==> src/rtl/sprite_pkg.sv <==
// Shared definitions for the sprite engine: ROM image codes,
// the transparent colour key and the per-sprite explosion FSM states.
package sprite_pkg;

    // Image select codes presented on rom_img
    localparam logic [2:0] IMG_N    = 3'd0;
    localparam logic [2:0] IMG_E    = 3'd1;
    localparam logic [2:0] IMG_S    = 3'd2;
    localparam logic [2:0] IMG_W    = 3'd3;
    localparam logic [2:0] IMG_BOOM = 3'd4;

    // Pixels of this colour are see-through
    localparam logic [11:0] TRANSPARENT = 12'hFFF;

    typedef enum logic [1:0] {
        ST_IDLE    = 2'd0,
        ST_BURST   = 2'd1,
        ST_RESPAWN = 2'd2
    } burst_state_e;

    // Eight heading codes collapse onto four images; odd codes
    // round down to the preceding cardinal direction.
    function automatic logic [2:0] heading_img(input logic [2:0] code);
        return {1'b0, code[2:1]};
    endfunction

endpackage

==> src/rtl/sprite_burst_fsm.sv <==
// Per-sprite explosion sequencer: IDLE -> BURST -> RESPAWN -> IDLE.
// Ports: clk, reset (async active-low), hit_i strobe,
//        burst_o (explosion shown), sprite_reset_o (respawn pulse).
module sprite_burst_fsm
    import sprite_pkg::*;
#(
    parameter logic [31:0] BURST_CYCLES   = 32'h3000000,
    parameter logic [31:0] RESPAWN_CYCLES = 32'd16
) (
    input  logic clk,
    input  logic reset,
    input  logic hit_i,
    output logic burst_o,
    output logic sprite_reset_o
);

    burst_state_e state_q, state_d;
    logic [31:0]  cnt_q, cnt_d;

    always_ff @(posedge clk or negedge reset) begin
        if (!reset) begin
            state_q <= ST_IDLE;
            cnt_q   <= '0;
        end else begin
            state_q <= state_d;
            cnt_q   <= cnt_d;
        end
    end

    always_comb begin
        state_d        = state_q;
        cnt_d          = cnt_q;
        burst_o        = 1'b0;
        sprite_reset_o = 1'b0;
        unique case (state_q)
            ST_IDLE: begin
                if (hit_i) begin
                    state_d = ST_BURST;
                    cnt_d   = '0;
                end
            end
            ST_BURST: begin
                burst_o = 1'b1;
                // A fresh hit extends the explosion from the start
                if (hit_i) begin
                    cnt_d = '0;
                end else if (cnt_q == BURST_CYCLES - 32'd1) begin
                    state_d = ST_RESPAWN;
                    cnt_d   = '0;
                end else begin
                    cnt_d = cnt_q + 32'd1;
                end
            end
            ST_RESPAWN: begin
                sprite_reset_o = 1'b1;
                if (cnt_q == RESPAWN_CYCLES - 32'd1) begin
                    state_d = ST_IDLE;
                    cnt_d   = '0;
                end else begin
                    cnt_d = cnt_q + 32'd1;
                end
            end
            default: begin
                state_d = ST_IDLE;
                cnt_d   = '0;
            end
        endcase
    end

endmodule

==> src/rtl/sprite_engine.sv <==
// Multi-sprite renderer: hit-tests each sprite against the scan position,
// addresses the sprite image ROMs, and picks the lowest-index opaque pixel.
// Ports: clk, reset (async active-low), pixel_column/pixel_row scan position,
//        loc_x/loc_y/orient/sprite_en/hit per sprite, rom_addr/rom_img out,
//        rom_data in (one clock later), icon/icon_flag/icon_id winner,
//        burst/sprite_reset per-sprite explosion status.
module sprite_engine
    import sprite_pkg::*;
#(
    parameter int NUM_SPRITES    = 4,
    parameter int SPRITE_W       = 16,
    parameter int X_SCALE        = 8,
    parameter int Y_SCALE        = 6,
    parameter int BURST_CYCLES   = 32'h3000000,
    parameter int RESPAWN_CYCLES = 16,
    localparam int AW            = $clog2(SPRITE_W * SPRITE_W),
    localparam int LW            = $clog2(SPRITE_W)
) (
    input  logic                      clk,
    input  logic                      reset,
    input  logic [11:0]               pixel_column,
    input  logic [11:0]               pixel_row,
    input  logic [8*NUM_SPRITES-1:0]  loc_x,
    input  logic [8*NUM_SPRITES-1:0]  loc_y,
    input  logic [3*NUM_SPRITES-1:0]  orient,
    input  logic [NUM_SPRITES-1:0]    sprite_en,
    input  logic [NUM_SPRITES-1:0]    hit,
    output logic [AW*NUM_SPRITES-1:0] rom_addr,
    output logic [3*NUM_SPRITES-1:0]  rom_img,
    input  logic [12*NUM_SPRITES-1:0] rom_data,
    output logic [11:0]               icon,
    output logic                      icon_flag,
    output logic [2:0]                icon_id,
    output logic [NUM_SPRITES-1:0]    burst,
    output logic [NUM_SPRITES-1:0]    sprite_reset
);

    // Stage 0: hit test and ROM addressing
    logic [AW*NUM_SPRITES-1:0] rom_addr_q, rom_addr_d;
    logic [3*NUM_SPRITES-1:0]  rom_img_q, rom_img_d;
    logic [NUM_SPRITES-1:0]    in0_q, in0_d;

    // Stage 1: ROM data aligned with its inside flag
    logic [12*NUM_SPRITES-1:0] data1_q;
    logic [NUM_SPRITES-1:0]    in1_q;

    // Stage 2: winner
    logic [11:0] icon_q, icon_d;
    logic        flag_q, flag_d;
    logic [2:0]  id_q, id_d;

    logic [12:0] pc13, pr13;
    assign pc13 = {1'b0, pixel_column};
    assign pr13 = {1'b0, pixel_row};

    for (genvar g = 0; g < NUM_SPRITES; g++) begin : g_spr
        logic [12:0]   col, row;
        logic          in_x, in_y;
        logic [LW-1:0] dx, dy;

        assign col = {1'b0, 12'(32'(loc_x[8*g +: 8]) * X_SCALE)};
        assign row = {1'b0, 12'(32'(loc_y[8*g +: 8]) * Y_SCALE)};

        // 13-bit bounds so a sprite near 4095 cannot wrap to 0
        assign in_x = (pc13 >= col) && (pc13 < col + 13'(SPRITE_W));
        assign in_y = (pr13 >= row) && (pr13 < row + 13'(SPRITE_W));

        // Offsets stay below SPRITE_W, so only the low bits matter
        assign dx = pixel_column[LW-1:0] - col[LW-1:0];
        assign dy = pixel_row[LW-1:0] - row[LW-1:0];

        assign in0_d[g] = sprite_en[g] & in_x & in_y;
        assign rom_addr_d[AW*g +: AW] = in0_d[g] ? {dy, dx} : '0;
        assign rom_img_d[3*g +: 3] =
            burst[g] ? IMG_BOOM : heading_img(orient[3*g +: 3]);

        sprite_burst_fsm #(
            .BURST_CYCLES   (32'(BURST_CYCLES)),
            .RESPAWN_CYCLES (32'(RESPAWN_CYCLES))
        ) u_fsm (
            .clk            (clk),
            .reset          (reset),
            .hit_i          (hit[g]),
            .burst_o        (burst[g]),
            .sprite_reset_o (sprite_reset[g])
        );
    end

    always_ff @(posedge clk or negedge reset) begin
        if (!reset) begin
            rom_addr_q <= '0;
            rom_img_q  <= '0;
            in0_q      <= '0;
            data1_q    <= '0;
            in1_q      <= '0;
            icon_q     <= '0;
            flag_q     <= 1'b0;
            id_q       <= '0;
        end else begin
            rom_addr_q <= rom_addr_d;
            rom_img_q  <= rom_img_d;
            in0_q      <= in0_d;
            data1_q    <= rom_data;
            in1_q      <= in0_q;
            icon_q     <= icon_d;
            flag_q     <= flag_d;
            id_q       <= id_d;
        end
    end

    // Scan from the top index down so the lowest opaque index wins;
    // with no winner the colour and id are held.
    always_comb begin
        icon_d = icon_q;
        id_d   = id_q;
        flag_d = 1'b0;
        for (int i = NUM_SPRITES - 1; i >= 0; i--) begin
            if (in1_q[i] && (data1_q[12*i +: 12] != TRANSPARENT)) begin
                icon_d = data1_q[12*i +: 12];
                id_d   = 3'(i);
                flag_d = 1'b1;
            end
        end
    end

    assign rom_addr  = rom_addr_q;
    assign rom_img   = rom_img_q;
    assign icon      = icon_q;
    assign icon_flag = flag_q;
    assign icon_id   = id_q;

endmodule
==> config.mk <==
export PLATFORM = sky130hd
export DESIGN_NAME = sprite_engine
export DESIGN_NICKNAME = d
export VERILOG_FILES = /design/src/rtl/sprite_pkg.sv /design/src/rtl/sprite_burst_fsm.sv /design/src/rtl/sprite_engine.sv
export SDC_FILE = /design/constraint.sdc
export NUM_CORES = 1
export LEC_CHECK = 0
export CAP_MARGIN = 20
export CORE_UTILIZATION = 55
export DETAILED_ROUTE_END_ITERATION = 16
export PLACE_DENSITY_LB_ADDON = 0.15
export SETUP_SLACK_MARGIN = 0.1
export SKIP_CTS_REPAIR_TIMING = 1
export SYNTH_ARGS = -nofsm -noshare
export SYNTH_HDL_FRONTEND = slang
export SYNTH_SLANG_ARGS = --single-unit
==> constraint.sdc <==
create_clock -name clk -period 3.1 [get_ports clk]
set_input_delay 0.62 -clock clk [delete_from_list [all_inputs] [get_ports clk]]
set_output_delay 0.62 -clock clk [all_outputs]
set_load 0.01 [all_outputs]
==> results.md <==
* **result of the run** complete, but fails checks
* **violated checks** negative setup slack
* **Max Cap Violations** 0
* **depth of the worst register-to-register path** 8
* **area share of the leading cell type in the synthesized netlist** 0.365
* **maximum resistive drop on vdd** 0.449 mV
* **slew margin rel.** 0.477
* **crit path kind** primary input to flip-flop
* **Slew Viols, Final** 0
* **Die X** 179 µm
* **number of enable flip-flop cells after synthesis** 0
* **total of buffers placed on input and output ports** 220
* **Core Footprint** 30700 µm²
* **dominant synthesized flop cell** sky130_fd_sc_hd__dfrtp_1
* **class of the tightest hold or removal check** primary input to asynchronous set/reset pin
* **global-route usage over all layers** 0.309
* **wire length of the first global-routing pass** 78.7 mm
* **Async SR Flop Fraction** 1.00
* **FF+latch count, synth** 251
* **Clock Sinks** 251
* **Final Cell Area** 23400 µm²
* **wire length per cell** 19.3 µm
* **data arrival time at the worst-slack endpoint** 4.00 ns
* **number of distinct standard cells referenced by the synthesized netlist** 83
* **sequential cell area in the final layout** 6280 µm²
* **clk slew on worst S/H paths** 0.06 ns
* **reg2reg end** g_spr[1].u_fsm.cnt_q[31]
* **maximum fanout along the worst path** 5
* **CP Buf/Inv Count** 2
* **pin count of the biggest net entering global routing** 95
* **cell accounting for the most synthesized area** sky130_fd_sc_hd__dfrtp_1
* **portion of the clock cycle consumed by the worst path in the final layout** 1.14
* **number of endpoints failing setup at the final stage** 35
* **ranking of synthesized cells by area** sky130_fd_sc_hd__dfrtp_1 (37%), sky130_fd_sc_hd__ha_1 (14%), sky130_fd_sc_hd__a21oi_1 (3.2%)
* **post-synthesis sequential area ratio** 0.365
* **placed instance area** 21600 µm²
* **master cell of the clock root buffer** sky130_fd_sc_hd__clkbuf_16
* **critical path depth in cells** 16
* **Hold WS** 0.0721 ns
* **fmax** 283 MHz
* **via total after detailed routing** 16600
* **post-synth design cell area** 17200 µm²
* **antenna violations before repair** 5
* **TritonCTS clock tree** done
* **Final ANT Viol Nets** 0
* **number of global-route vias before repair** 15800
* **cell class contributing the biggest share of worst-path delay** simple AND/OR/NAND/NOR gates
* **Startpoint Class** primary input
* **number of levels in the clock H-tree** 1
* **Final Net Count** 2639
* **share of cells above drive strength 1** 0.194
* **count of boundary I/O pins** 226
* **half-perimeter wire length after placement** 38.4 mm
* **Final GP Congestion** 0.951
* **P_leak** 10.4 nW
* **number of endpoints with negative hold slack in the final report** 0
* **post-layout min period** 3.53 ns
* **full die area** 32000 µm²
* **launch point of the worst reg-to-reg path** g_spr[1].u_fsm.cnt_q[0]
* **mean number of vias per cell** 6.14
* **first-pass iteration count of the detailed router** 5
* **combined area of the multi-input logic cells** 11200 µm²
* **type of destination of the critical path** flip-flop
* **Power Density** 482 nW/µm²
* **highest cell delay on the worst timing path** 0.41 ns
* **starting density of the core** 0.561
* **average footprint of a synthesized cell** 9.18 µm²
* **number of warning messages in the yosys log** 0
* **cells along the critical path** buf_8 > ha_4 > fa_2 > a211oi_4 > nor4b_2 > or3b_4 > nor2b_1 > nand4_1 > or3_1 > ha_2 > a2111oi_4 > o311ai_2 > a21oi_1 > nand4_1 > buf_6 > nor3b_2
* **Routed WL** 52.1 mm
* **Filler Cell Count** 2063
* **Worst Path Required** 3.57 ns
* **library cell contributing the largest single delay on the critical path** sky130_fd_sc_hd__fa_2
* **number of violations reported at the end of detailed-routing iteration 0** 1244
* **Max Buffers Root-to-Sink** 3
* **Worst Tran Pin Value** 0.784 ns
* **r2r setup slk** 0.33 ns
* **number of buffers created by CTS** 27
* **aggregate global routing overflow** 0
* **setup slack after layout** -0.432 ns
* **unrepaired setup endpoints after global routing** yes
* **growth of design area from synthesis to finish** 36.0%
* **number of design rule violations left after detail routing** 0
* **Rows** 64
* **die outline height** 179 µm
* **clock latency on the worst-skew pair** 0.56 ns
* **synthesized instance count** 1874
* **Max Clock Skew** 0.0190 ns
* **cell repeated most along the worst path** sky130_fd_sc_hd__nand4_1
* **Post-Synthesis Net Count** 2232
-- Yosys cell counts (all sizes together), types with 7 or more instances --
library cell  instances
dfrtp               251
ha                  192
nand3                94
o21a                 11
and2                 10
buf                  24
xnor2                59
nor3b                 8
and3                 30
clkbuf               40
a22o                 18
nor3                 57
fa                    8
inv                 126
o21ai               105
or3                  19
o311ai                9
a21o                 23
o31ai                15
nand4                57
a31oi                62
o31a                  7
a41oi                10
nor4                 48
o2111ai              10
nand3b               10
a211oi               24
nand2b               38
a21oi               112
and4                 15
xor2                 26
nor2b                26
o211ai                7
nand2               128
mux2i                24
nor2                 87
-- through the flow --
step	setup slack, ns	utilization	setup TNS, ns	cells	power [mW]
finish	-0.432	0.763	-7.28	2700	11.3
global route	-0.639	0.763	-12.75	2699	11.9
detailed placement	-1.30	0.704	-40.56	2633	7.69
global placement	-1.20	0.704	-36.31	2633	7.54
floorplan	-0.753	-	-13.48	1874	5.99
CTS	-0.741	0.734	-20.40	2682	11.1
-- state kept, by name (all words and copies together) (netlist names) --
| signal | count |
|---|---|
| data1_q | 48 |
| icon_id | 2 |
| icon | 12 |
| rom_img | 12 |
| g_spr.u_fsm.cnt_q | 128 |
| in1_q | 4 |
| rom_addr | 32 |
| g_spr.u_fsm.state_q | 8 |
| icon_flag | 1 |
| in0_q | 4 |
-- layout by cell type (no fill, tap or decap), drive strengths merged, types with 38 or more instances in the layout --
master,instances
ha,192
nand2,128
a21oi,112
clkdlybuf4s50,188
xnor2,59
inv,128
dfrtp,251
nand2b,38
nor2,87
nand3,94
nor4,48
o21ai,105
a31oi,62
nand4,57
nor3,57
buf,234
clkbuf,44
-- power breakdown --
part           internal, mW  switching (mW)
Clock                  1.98            1.36
Combinational          1.95            2.29
Sequential             3.53           0.152
-- kinds of logic after synthesis --
family,count (synthesis),share of synthesized area
mux,27,0.0159
flops,251,0.365
xor+xnor,85,0.0433
fa+ha+maj,200,0.149
simple gates,652,0.202
other cells,1,0.000218
buf+inv,191,0.0450
compound gates,467,0.179
-- layer usage --
layer	vias up	routed length, µm	GRT usage
li1	7760	-	-
met1	8063	21400	0.396
met2	607	25200	0.523
met3	139	3230	0.0413
met4	4	2210	0.129
met5	-	27	0
-- cell type report --
cell class | instances | share of cell area
antenna | 3 | 0.000321
timing repair buffer | 442 | 0.173
sequential | 251 | 0.269
clock buffer | 37 | 0.0326
multi-input combinational | 1432 | 0.477
tap | 396 | 0.0212
clock inverter | 12 | 0.00685
inverter | 127 | 0.0204
-- worst max-delay path by stage --
stage | startpoint | end | slack [ns]
after floorplan | loc_y[0] | rom_addr[6] | -0.75
after global routing | loc_y[1] | rom_addr[6] | -0.64
after CTS | loc_y[1] | rom_addr[1] | -0.74
final | loc_y[1] | rom_addr[6] | -0.43
after global placement | loc_y[0] | rom_addr[6] | -1.20
after detailed placement | loc_y[0] | rom_addr[1] | -1.30
(Power assumes the default switching activity.)
